`config.mk`:
```
export PLATFORM = sky130hd
export DESIGN_NAME = normalizer16_4
export DESIGN_NICKNAME = d
export VERILOG_FILES = /design/src/rtl/normalizer16_4.sv
export SDC_FILE = /design/constraint.sdc
export NUM_CORES = 1
export LEC_CHECK = 0
export ABC_CLOCK_PERIOD_IN_PS = 2800
export CORE_MARGIN = 5
export CORE_UTILIZATION = 35
export CTS_CLUSTER_SIZE = 12
export DETAILED_ROUTE_END_ITERATION = 10
export HOLD_SLACK_MARGIN = 0.12
export PLACE_DENSITY = 0.65
export SKIP_CTS_REPAIR_TIMING = 1
export SLEW_MARGIN = 5
export SYNTH_ARGS = -nofsm -noshare
export SYNTH_HDL_FRONTEND = slang
export SYNTH_SLANG_ARGS = --single-unit
```
`constraint.sdc`:
```
create_clock -name clk -period 2.8 [get_ports clk]
set_clock_uncertainty 0.15 [all_clocks]
set_input_delay 0.56 -clock clk [delete_from_list [all_inputs] [get_ports clk]]
set_output_delay 0.56 -clock clk [all_outputs]
set_load 0.02 [all_outputs]
```
`src/rtl/normalizer16_4.sv`:
```
// Multi-cycle 16-bit normalizer: finds shf (0..15) with B = A << shf normalized.
// Define NORM_NIBBLE_SKIP_EN to let SHIFT jump 4 bits when the top nibble is redundant.
module normalizer16_4 (
    input  logic        clk,
    input  logic        rst_n,
    input  logic        in_valid,
    output logic        in_ready,
    input  logic [15:0] A,
    input  logic        mode,
    output logic        out_valid,
    input  logic        out_ready,
    output logic [15:0] B,
    output logic [3:0]  shf,
    output logic        zero
);

    typedef enum logic [1:0] {
        IDLE  = 2'd0,
        SHIFT = 2'd1,
        DONE  = 2'd2
    } state_t;

    state_t state;
    state_t state_next;
    logic   mode_q;
    logic   accept;
    logic   stop;
    logic   skip;

    assign accept = in_valid && in_ready;

    // Logical mode stops on a leading one; arithmetic stops once sign and next bit differ.
    assign stop = (mode_q ? (B[15] ^ B[14]) : B[15]) || (shf == 4'd15);

`ifdef NORM_NIBBLE_SKIP_EN
    assign skip = (shf <= 4'd11) &&
                  (mode_q ? ((&B[15:11]) || (~|B[15:11])) : (B[15:12] == 4'h0));
`else
    assign skip = 1'b0;
`endif

    // State register
    // NOTE: sequential state uses non-blocking (<=) so every flop samples pre-edge values.
    always_ff @(posedge clk or negedge rst_n) begin
        if (!rst_n) state <= IDLE;
        else        state <= state_next;
    end

    // Next-state logic
    // NOTE: state_next gets a default first so no path through the case infers a latch.
    always_comb begin
        state_next = state;
        case (state)
            IDLE:    if (accept) state_next = (A == 16'h0000) ? DONE : SHIFT;
            SHIFT:   if (stop) state_next = DONE;
            DONE:    if (out_ready) state_next = IDLE;
            default: state_next = IDLE;
        endcase
    end

    // Output logic
    always_comb begin
        in_ready  = (state == IDLE);
        out_valid = (state == DONE);
    end

    // Datapath: result registers hold their value everywhere except accept and SHIFT steps.
    always_ff @(posedge clk or negedge rst_n) begin
        if (!rst_n) begin
            B      <= 16'h0000;
            shf    <= 4'd0;
            zero   <= 1'b0;
            mode_q <= 1'b0;
        end else begin
            case (state)
                IDLE: begin
                    if (accept) begin
                        B      <= A;
                        shf    <= 4'd0;
                        zero   <= (A == 16'h0000);
                        mode_q <= mode;
                    end
                end
                SHIFT: begin
                    if (!stop) begin
                        if (skip) begin
                            B   <= B << 4;
                            shf <= shf + 4'd4;
                        end else begin
                            B   <= B << 1;
                            shf <= shf + 4'd1;
                        end
                    end
                end
                default: ;
            endcase
        end
    end

endmodule

```
---- Word level (Yosys, flattened, before mapping) ----
Cells that the tools add are included.
cells by class
  add/sub/neg operators ................... 1
  equal/unequal tests ..................... 7
  muxes and demuxes ....................... 12
  bitwise operators ....................... 1
  reductions and logical operators ........ 8
operators by type and width
  operator                                        count
  2-to-1 mux 16 bit                               2
  case mux 16 bit (2 select lines)                1
  logical NOT 16 bit                              1
  2-to-1 mux 2 bit                                4
  2-to-1 mux 4 bit                                2
  case mux 4 bit (2 select lines)                 1
  case mux 2 bit (3 select lines)                 1
  AND reduction 3 bit                             2
  adder 4 x 1 -> 4 bit (second input constant)    1
  == test 4 bit (second input constant)           1
  != test 2 x 1 -> 1 bit (second input constant)  2
  != test 2 bit (second input constant)           2
  == test 2 x 1 -> 1 bit (second input constant)  1
  == test 2 bit (second input constant)           1
  logical NOT 2 bit                               1
  AND reduction 2 bit                             1
  nonzero test 2 bit                              1
  logical AND 1 bit                               1
  logical OR 1 bit                                1
  2-to-1 mux 1 bit                                1
  bitwise XOR 1 bit                               1
storage, ports and cells
  flip-flop bits (word level) ............. 24
  output and inout port bits .............. 23
  logic and storage cells ................. 34

---- Depth between registers and ports, before layout ----
  depth in word-level cells ............... 5
  gate-level depth with buffers ........... 6
  gate-level depth less buffers ........... 5

---- Least setup slack after synthesis ----
No wires, ideal clock.
  path type ............................... flip-flop to flip-flop
  from .................................... register shf[0]
  to ...................................... register B[10]
  arrival time ............................ 1.555 ns
  slack ................................... 0.965 ns
  stages on the path, launching flop included .. 6
  buffers on the path ..................... 1
  cell sequence ........................... dfrtp_1 -> ha_1 -> and3_1 -> o41ai_4 -> buf_4 -> a31oi_2
on the way
  cells in the longest elaborated chain, start to end .. 4
RTL lines
  what                                  RTL line  source
  start, declared                       13        output logic [3:0] shf,
  start signal, assigned                88        shf <= shf + 4'd4;
  start signal, assigned                91        shf <= shf + 4'd1;
  == test 4 bit                         33        assign stop = (mode_q ? (B[15] ^ B[14]) : B[15]) || (shf == 4'd15);
  logical OR 1 bit                      33
  != test 2 bit (no source line)        -
  AND reduction 3 bit (no source line)  -
  end signal, assigned                  87        B <= B << 4;
  end signal, assigned                  90        B <= B << 1;
  end, declared                         12        output logic [15:0] B,
Every way passes these cells.
A chain may end at the register's enable or synchronous reset.

---- Worst setup path in the final report ----
  from .................................... input port in_valid
  to ...................................... register B[7]
on the way
  cells in the longest elaborated chain, start to end .. 3
RTL lines
  what                                     RTL line  source
  start, declared                          6         input logic in_valid,
  logical AND 1 bit                        30        assign accept = in_valid && in_ready;
  != test 2 x 1 -> 1 bit (no source line)  -
  AND reduction 3 bit (no source line)     -
Every way passes these cells.

==> results.txt <==
- Of the total power, the clock network draws 0.127.
- Vias per Instance: 4.949
- Summing every instance area after synthesis gives 0.001196 mm^2.
* Final ANT Viol Nets: 0
* Crit share post-route: 0.8037
* Site row count: 21
* Critical-path maximum fanout: 15
* Required time reported for the critical path endpoint: 2900 ps
* Power density over the cells: 1139 mW/mm^2
- CTS tree: built
- The worst setup path is captured at a flop.
- Of the total synthesized cell area, the portion taken by full adders, half adders and majority gates is 0.01046.
- Cell internal power dissipation: 0.001142 W
- The run finished with clean final reports.
* Number of fill cells in the layout: 323
- Number of DRC markers in iteration 0: 42
- For the worst setup path, the data arrival time is 2350 ps.
* Sw Ratio: 0.4211
* Final Routed Wirelength: 3027 um
- Power share of the combinational group: 0.550
* GR Util All Layers: 0.1414
- The number of antenna diodes in the final layout is 0.
* Most used DFF post-synth: dfrtp_1
* Vertical die dimension: 68.46 um
* Dominant cell type by area after synthesis: dfrtp_1
- When the netlist entered floorplanning its net count stood at 149.
- Final global-route overflow total: 0
- CTS built an H-tree with a depth of 1.
- Summed over all nets, the switching power comes to 0.0008308 W.
- Number of primary I/O pins: 44
- The tree is rooted in a clkbuf_4.
* Total die area: 0.004687 mm^2
- Peak Freq: 444.4 MHz
- The setup path with the least slack is of type primary input to flop.
* Maximum number of pins on one net before global-route repair: 26
- For this run, the number of Yosys warnings is 0.
- Type of the worst min-delay path: flop to flop
- Number of detailed-route iterations in the first pass: 4
* Worst hold slack: 376.7 ps
- Synth Area in Compound Gates: 0.1935
- Final hold viol count: 0
* Unrepaired setup endpoints after global routing: false
- Global-route wire length before repair: 5071 um
- Measured slew at the worst slew-check pin: 850.9 ps
- Core ar.: 0.003311 mm^2
- For the finished layout, the period the worst path requires is 2250 ps.
* Max-slew headroom: 0.4302
- HPWL after DPL: 2345 um
- Post-synth ARST share: 1.000
* Synth top area share: 0.5021
- In the final routed layout, each cell accounts on average for 13.95 um.
* Flip-flop and latch count after synthesis: 24
- The count of buffers added on input and output ports is 43.
* Number of nets in the layout: 194
- Counting flops with a built-in enable in the synthesized netlist gives 0.
- Combinational family with the most area after synthesis: simple AND/OR/NAND/NOR gates
- Worst IR drop on VDD: 0.0003764 V
- Setup tns final: 0 ps
- Die X-Extent: 68.46 um
- RePlAce Congestion: 0.7737
- Kind of start point of the critical path: primary input
* Parity-gate share of the synthesized area counting xor and xnor cells: 0
- Count of vias placed by the detailed router: 1074
- Antenna violations before repair: 0
- Number of distinct library cells after synthesis: 29
- Leakage Power: 0.7067 nW
- Of the total synthesized cell area, the portion taken by AND, OR, NAND and NOR gates is 0.2364.
- After clock tree synthesis, the clock-pin slew on the worst setup and hold paths is 140 ps.
- Of the cells placed in the final design, the portion with a size suffix greater than 1 is 0.09942.
- For this run, the register share of the synthesized area comes to 0.5021.
* Sequential share of power: 0.323
- Across the run, the number of max-cap violations was 0.
* Clk Latency, worst-skew pair: 320 ps
* Total CTS buffers: 3
- The area growth from synthesis to layout is 44.77%.
- With fillers left out, the area of the finished cells amounts to 0.001732 mm^2.
- Dominant cells by area after synthesis: dfrtp_1, nand2_1, nor2_1, a31oi_2, nand3_1
- Number of pins with negative max-slew slack in the final report: 0
- For this configuration, the core starts out at a cell density of 0.3613.
- In this run the mean area of a mapped cell was 9.418 um^2.
- TritonCTS sink count: 24
- Number of global-route vias before repair: 1097
- The clock passes through at most 2 buffers.
- Summing all placed instances gives a cell area of 0.001668 mm^2.
- Fraction of synthesized area in multiplexers: 0.01883
* Number of instances in the synthesized netlist: 127
- Setup violation total in the final timing report: 0
- After detailed routing, the number of remaining DRC violations is 0.
## metrics by stage
stage	worst slack (ps)	util	total power, W	instances
finish	549.6	0.5231	0.001973	217
global route	430.0	0.5231	0.002124	217
CTS	386.8	0.5197	0.001977	216
detailed placement	280.7	0.5038	0.001722	212
global placement	329.4	0.5038	0.001698	212
floorplan	965.5	-	0.001300	127
## cell usage in the layout, fill, tap and decap left out, drive strengths merged, types with 3 or more instances in the layout
cell type       n
clkdlybuf4s50  43
dfrtp          24
nor2           21
nand2          21
a31oi          10
nand3           7
o21ai           6
o22ai           5
nor4            4
buf             4
clkbuf          3
## critical path: stages
cell,delay (ps)
clkdlybuf4s50_1,470
or3b_2,630
o41ai_4,210
buf_6,250
nor2_1,50
a31oi_1,160
## sequential cells by signal (all words and copies together), names as in the netlist
register  flops
shf           4
mode_q        1
B            16
state         2
zero          1
## cells in the mapped netlist (all sizes together) (3+ instances only)
cell and instances:
nand3 7, buf 3, dfrtp 24, nor4 4, nor2 21, a31oi 10
o21ai 6, nand2 21, o22ai 5, clkbuf 4
## final timing paths
path                           to  depth (start not counted)  slack [ps]      from
max in group asynchronous  mode_q                          2        1820     rst_n
hold / removal               zero                          1         380      zero
setup / recovery             B[7]                          6         550  in_valid
setup reg to reg             B[7]                          6         600    shf[0]
min in group asynchronous    B[7]                          2         430     rst_n
hold reg to reg              zero                          1         380      zero
## power by group through the flow
stage | sequential [W] | clock, W | combinational [W]
final | 0.000637 | 0.000251 | 0.00109
after global routing | 0.000661 | 0.000270 | 0.00119
after CTS | 0.000638 | 0.000259 | 0.00108
after detailed placement | 0.000645 | 0 | 0.00108
after global placement | 0.000640 | 0 | 0.00106
after floorplan | 0.000774 | 0 | 0.000526
## per-layer routing
layer | vias up | global-route usage | share of wire
met4 | 0 | 0.04467 | 0.0063
met1 | 507 | 0.1833 | 0.45
met3 | 2 | 0.01970 | 0.041
met5 | - | 0 | 0
met2 | 20 | 0.2408 | 0.50
li1 | 545 | - | -
## cells by family (layout without fill, tap and decap cells)
family | count (synthesis) | count (layout)
mux | 2 | 2
buf+inv | 9 | 53
compound gates | 29 | 29
flops | 24 | 24
simple gates | 62 | 62
fa+ha+maj | 1 | 1
## area by class of cell
type | instances | area, um^2 | area share
timing repair buffer | 47 | 464.2 | 0.2681
clock inverter | 1 | 30.03 | 0.01734
clock buffer | 3 | 22.52 | 0.01301
inverter | 2 | 7.507 | 0.004335
sequential | 24 | 600.6 | 0.3468
tap | 46 | 57.56 | 0.03324
multi-input combinational | 94 | 549.3 | 0.3172
(Power assumes the default switching activity.)
==> RTL change, RTL diff (same settings) <==
The option `NORM_NIBBLE_SKIP_EN` is turned on by a define.
--- a/src/rtl/normalizer16_4.sv
+++ b/src/rtl/normalizer16_4.sv
@@ -1,5 +1,7 @@
 // Multi-cycle 16-bit normalizer: finds shf (0..15) with B = A << shf normalized.
 // Define NORM_NIBBLE_SKIP_EN to let SHIFT jump 4 bits when the top nibble is redundant.
+`define NORM_NIBBLE_SKIP_EN
+
 module normalizer16_4 (
     input  logic        clk,
     input  logic        rst_n,
Function: changed (Yosys sat finds a counterexample within 4 cycles, from zero or initial values and one cycle with rst_n low).
==> RTL change against the unedited design <==
- total power is 18% higher
- cell count rose by 22%
- sequential cell count is the same
- die area rose by 25%
- setup slack improved by 0.034 ns
- routed wire length increased by 46%
- area after synthesis rose by 29%
- design area up 21%
- core utilization is 3.7 points lower
- critical path type is now flip-flop to primary output
- largest power group unchanged
==> RTL change: results (changes against the unedited design) <==
The run finished with clean final reports. The tools report the reg-to-reg startpoint as B[11] (was shf[0]). The worst hold slack across all endpoints is 0.334 ns (was 0.377 ns), and the relative slew slack is 62.3% (was 43.0%). The number of instances on the worst hold path is 2 (was 1), and the reported net switching power is 1100 µW (was 831 µW). The run gives 0.27 ns (was 0.32 ns) as the source-to-sink clock delay at the later pin of the worst-skew pair. The number of antenna violations at the first check in global routing came out at 0 (unchanged). The maximum fanout along the worst path is 6 (was 15). The clock root buffer master was sky130_fd_sc_hd__clkbuf_8 (was sky130_fd_sc_hd__clkbuf_4). Most area-consuming cells after synthesis: sky130_fd_sc_hd__dfrtp_1, sky130_fd_sc_hd__o211ai_2, sky130_fd_sc_hd__nand2_1 (was sky130_fd_sc_hd__dfrtp_1, sky130_fd_sc_hd__nand2_1, sky130_fd_sc_hd__nor2_1). The total clock buffers created by CTS is 3 (unchanged). Standby leakage power: 0.000883 µW (was 0.000707 µW). The combined global-route utilization of all metal layers is 14.9% (was 14.1%). The maximum number of pins on one net before global-route repair is 25 (was 26). For the via count of the first global-routing pass, the log shows 1434 (was 1097). For the net count of the finished layout, the log shows 238 (was 194). The weighted congestion reported at the end of routability-driven placement was 0.802 (was 0.774).

Share of synthesized registers carrying an async set or reset: 100% (unchanged). The data arrival time at the worst-slack endpoint was 1.51 ns (was 2.35 ns). For the detailed-placement wirelength estimate, the log shows 3280 µm (was 2350 µm).

The post-CTS clock slew at the launch and capture registers of the worst setup and hold paths was 0.09 ns (was 0.14 ns); the overall via count from detail_route was 1496 (was 1074). The depth of the worst register-to-register path works out to 4 (was 6). The run gives 4410 µm (was 3030 µm) as the total wire length. The Yosys warning count was 0 (unchanged). Distinct cell type count of the synthesized netlist: 39 (was 29).

The worst-case vdd ir drop is 0.511 mV (was 0.376 mV), and the proportion of layout cells with a drive suffix above 1 is 12.7% (was 9.94%). The number of DRC violations after detailed-routing iteration 0 was 123 (was 42). The maximum buffer depth of the clock tree was 2 (unchanged).

The tools report the setup slack of the most critical reg-to-reg path as 0.65 ns (was 0.60 ns). The worst min-delay path endpoint was zero (unchanged). The sequential fraction of the synthesis area came out at 38.9% (was 50.2%). Post-synth top cells: sky130_fd_sc_hd__dfrtp_1, sky130_fd_sc_hd__nand2_1, sky130_fd_sc_hd__nand4_1, sky130_fd_sc_hd__a21oi_1, sky130_fd_sc_hd__o211ai_2 (was sky130_fd_sc_hd__dfrtp_1, sky130_fd_sc_hd__nand2_1, sky130_fd_sc_hd__nor2_1, sky130_fd_sc_hd__nand3_1, sky130_fd_sc_hd__o21ai_0).

The tools report the terminus of the critical flop-to-flop path as shf[2] (was B[7]). The predominant post-synthesis flop cell was sky130_fd_sc_hd__dfrtp_1 (unchanged). The post-synthesis net count is 192 (was 149). The first-pass GRT wire length came out at 7250 µm (was 5070 µm). Critical hold path startpoint: zero (unchanged).
-- RTL change: worst max-delay path by stage --
stage | slack [ns] | from | to | cells after the start
after floorplan | 0.66 | B[14] | B[12] | 7
after global placement | 0.61 | A[3] | state[1] | 5
after detailed placement | 0.58 | in_valid | B[6] | 6
after CTS | 0.57 | state[1] | out_valid | 2
after global routing | 0.46 | state[1] | out_valid | 2
final | 0.58 | state[1] | out_valid | 2
-- RTL change: metal layers --
metal	global-route usage [%]	vias up	wire length, µm
met5	0	-	0
met4	1.92	0	13
met3	3.78	2	299
met2	23.3	57	2020
met1	21.4	704	2080
li1	-	733	-
-- RTL change: cell families (layout without fill, tap and decap cells) --
kind of cell,count (synthesis),in the layout,synth area share [%]
adder cells (fa/ha/maj),4,4,3.24
flip-flops,24,24,38.9
buffers and inverters,17,62,4.86
AO/OA/AOI/OAI,44,44,23.4
multiplexers,4,4,2.67
AND/OR/NAND/NOR,74,74,27.0
-- RTL change: power groups by stage --
stage	Combinational, µW	Sequential [µW]	Clock (µW)
CTS	1400	694	251
global route	1520	728	264
global placement	1380	704	0
detailed placement	1400	699	0
floorplan	759	798	0
finish	1400	692	245
-- RTL change: area by class of cell --
type                       instances  area [µm²]
sequential                        24         601
timing repair buffer              50         483
tap                               52        65.1
fill                             417        2220
inverter                           8        30.0
clock buffer                       4        55.1
multi-input combinational        126         870
-- RTL change: worst max-delay path: stages, from the launching register on --
cell	delay, ns
sky130_fd_sc_hd__dfrtp_1	0.43
sky130_fd_sc_hd__nor2b_1	0.19
sky130_fd_sc_hd__clkdlybuf4s50_1	0.62
-- RTL change: stage by stage --
step	cell area, µm²	instances	setup slack (ns)	utilization, %
finish	2100	264	0.584	48.6
detailed placement	2050	260	0.576	47.4
global route	2100	264	0.455	48.6
CTS	2100	264	0.571	48.6
floorplan	1550	167	0.656	-
global placement	2050	260	0.614	47.4
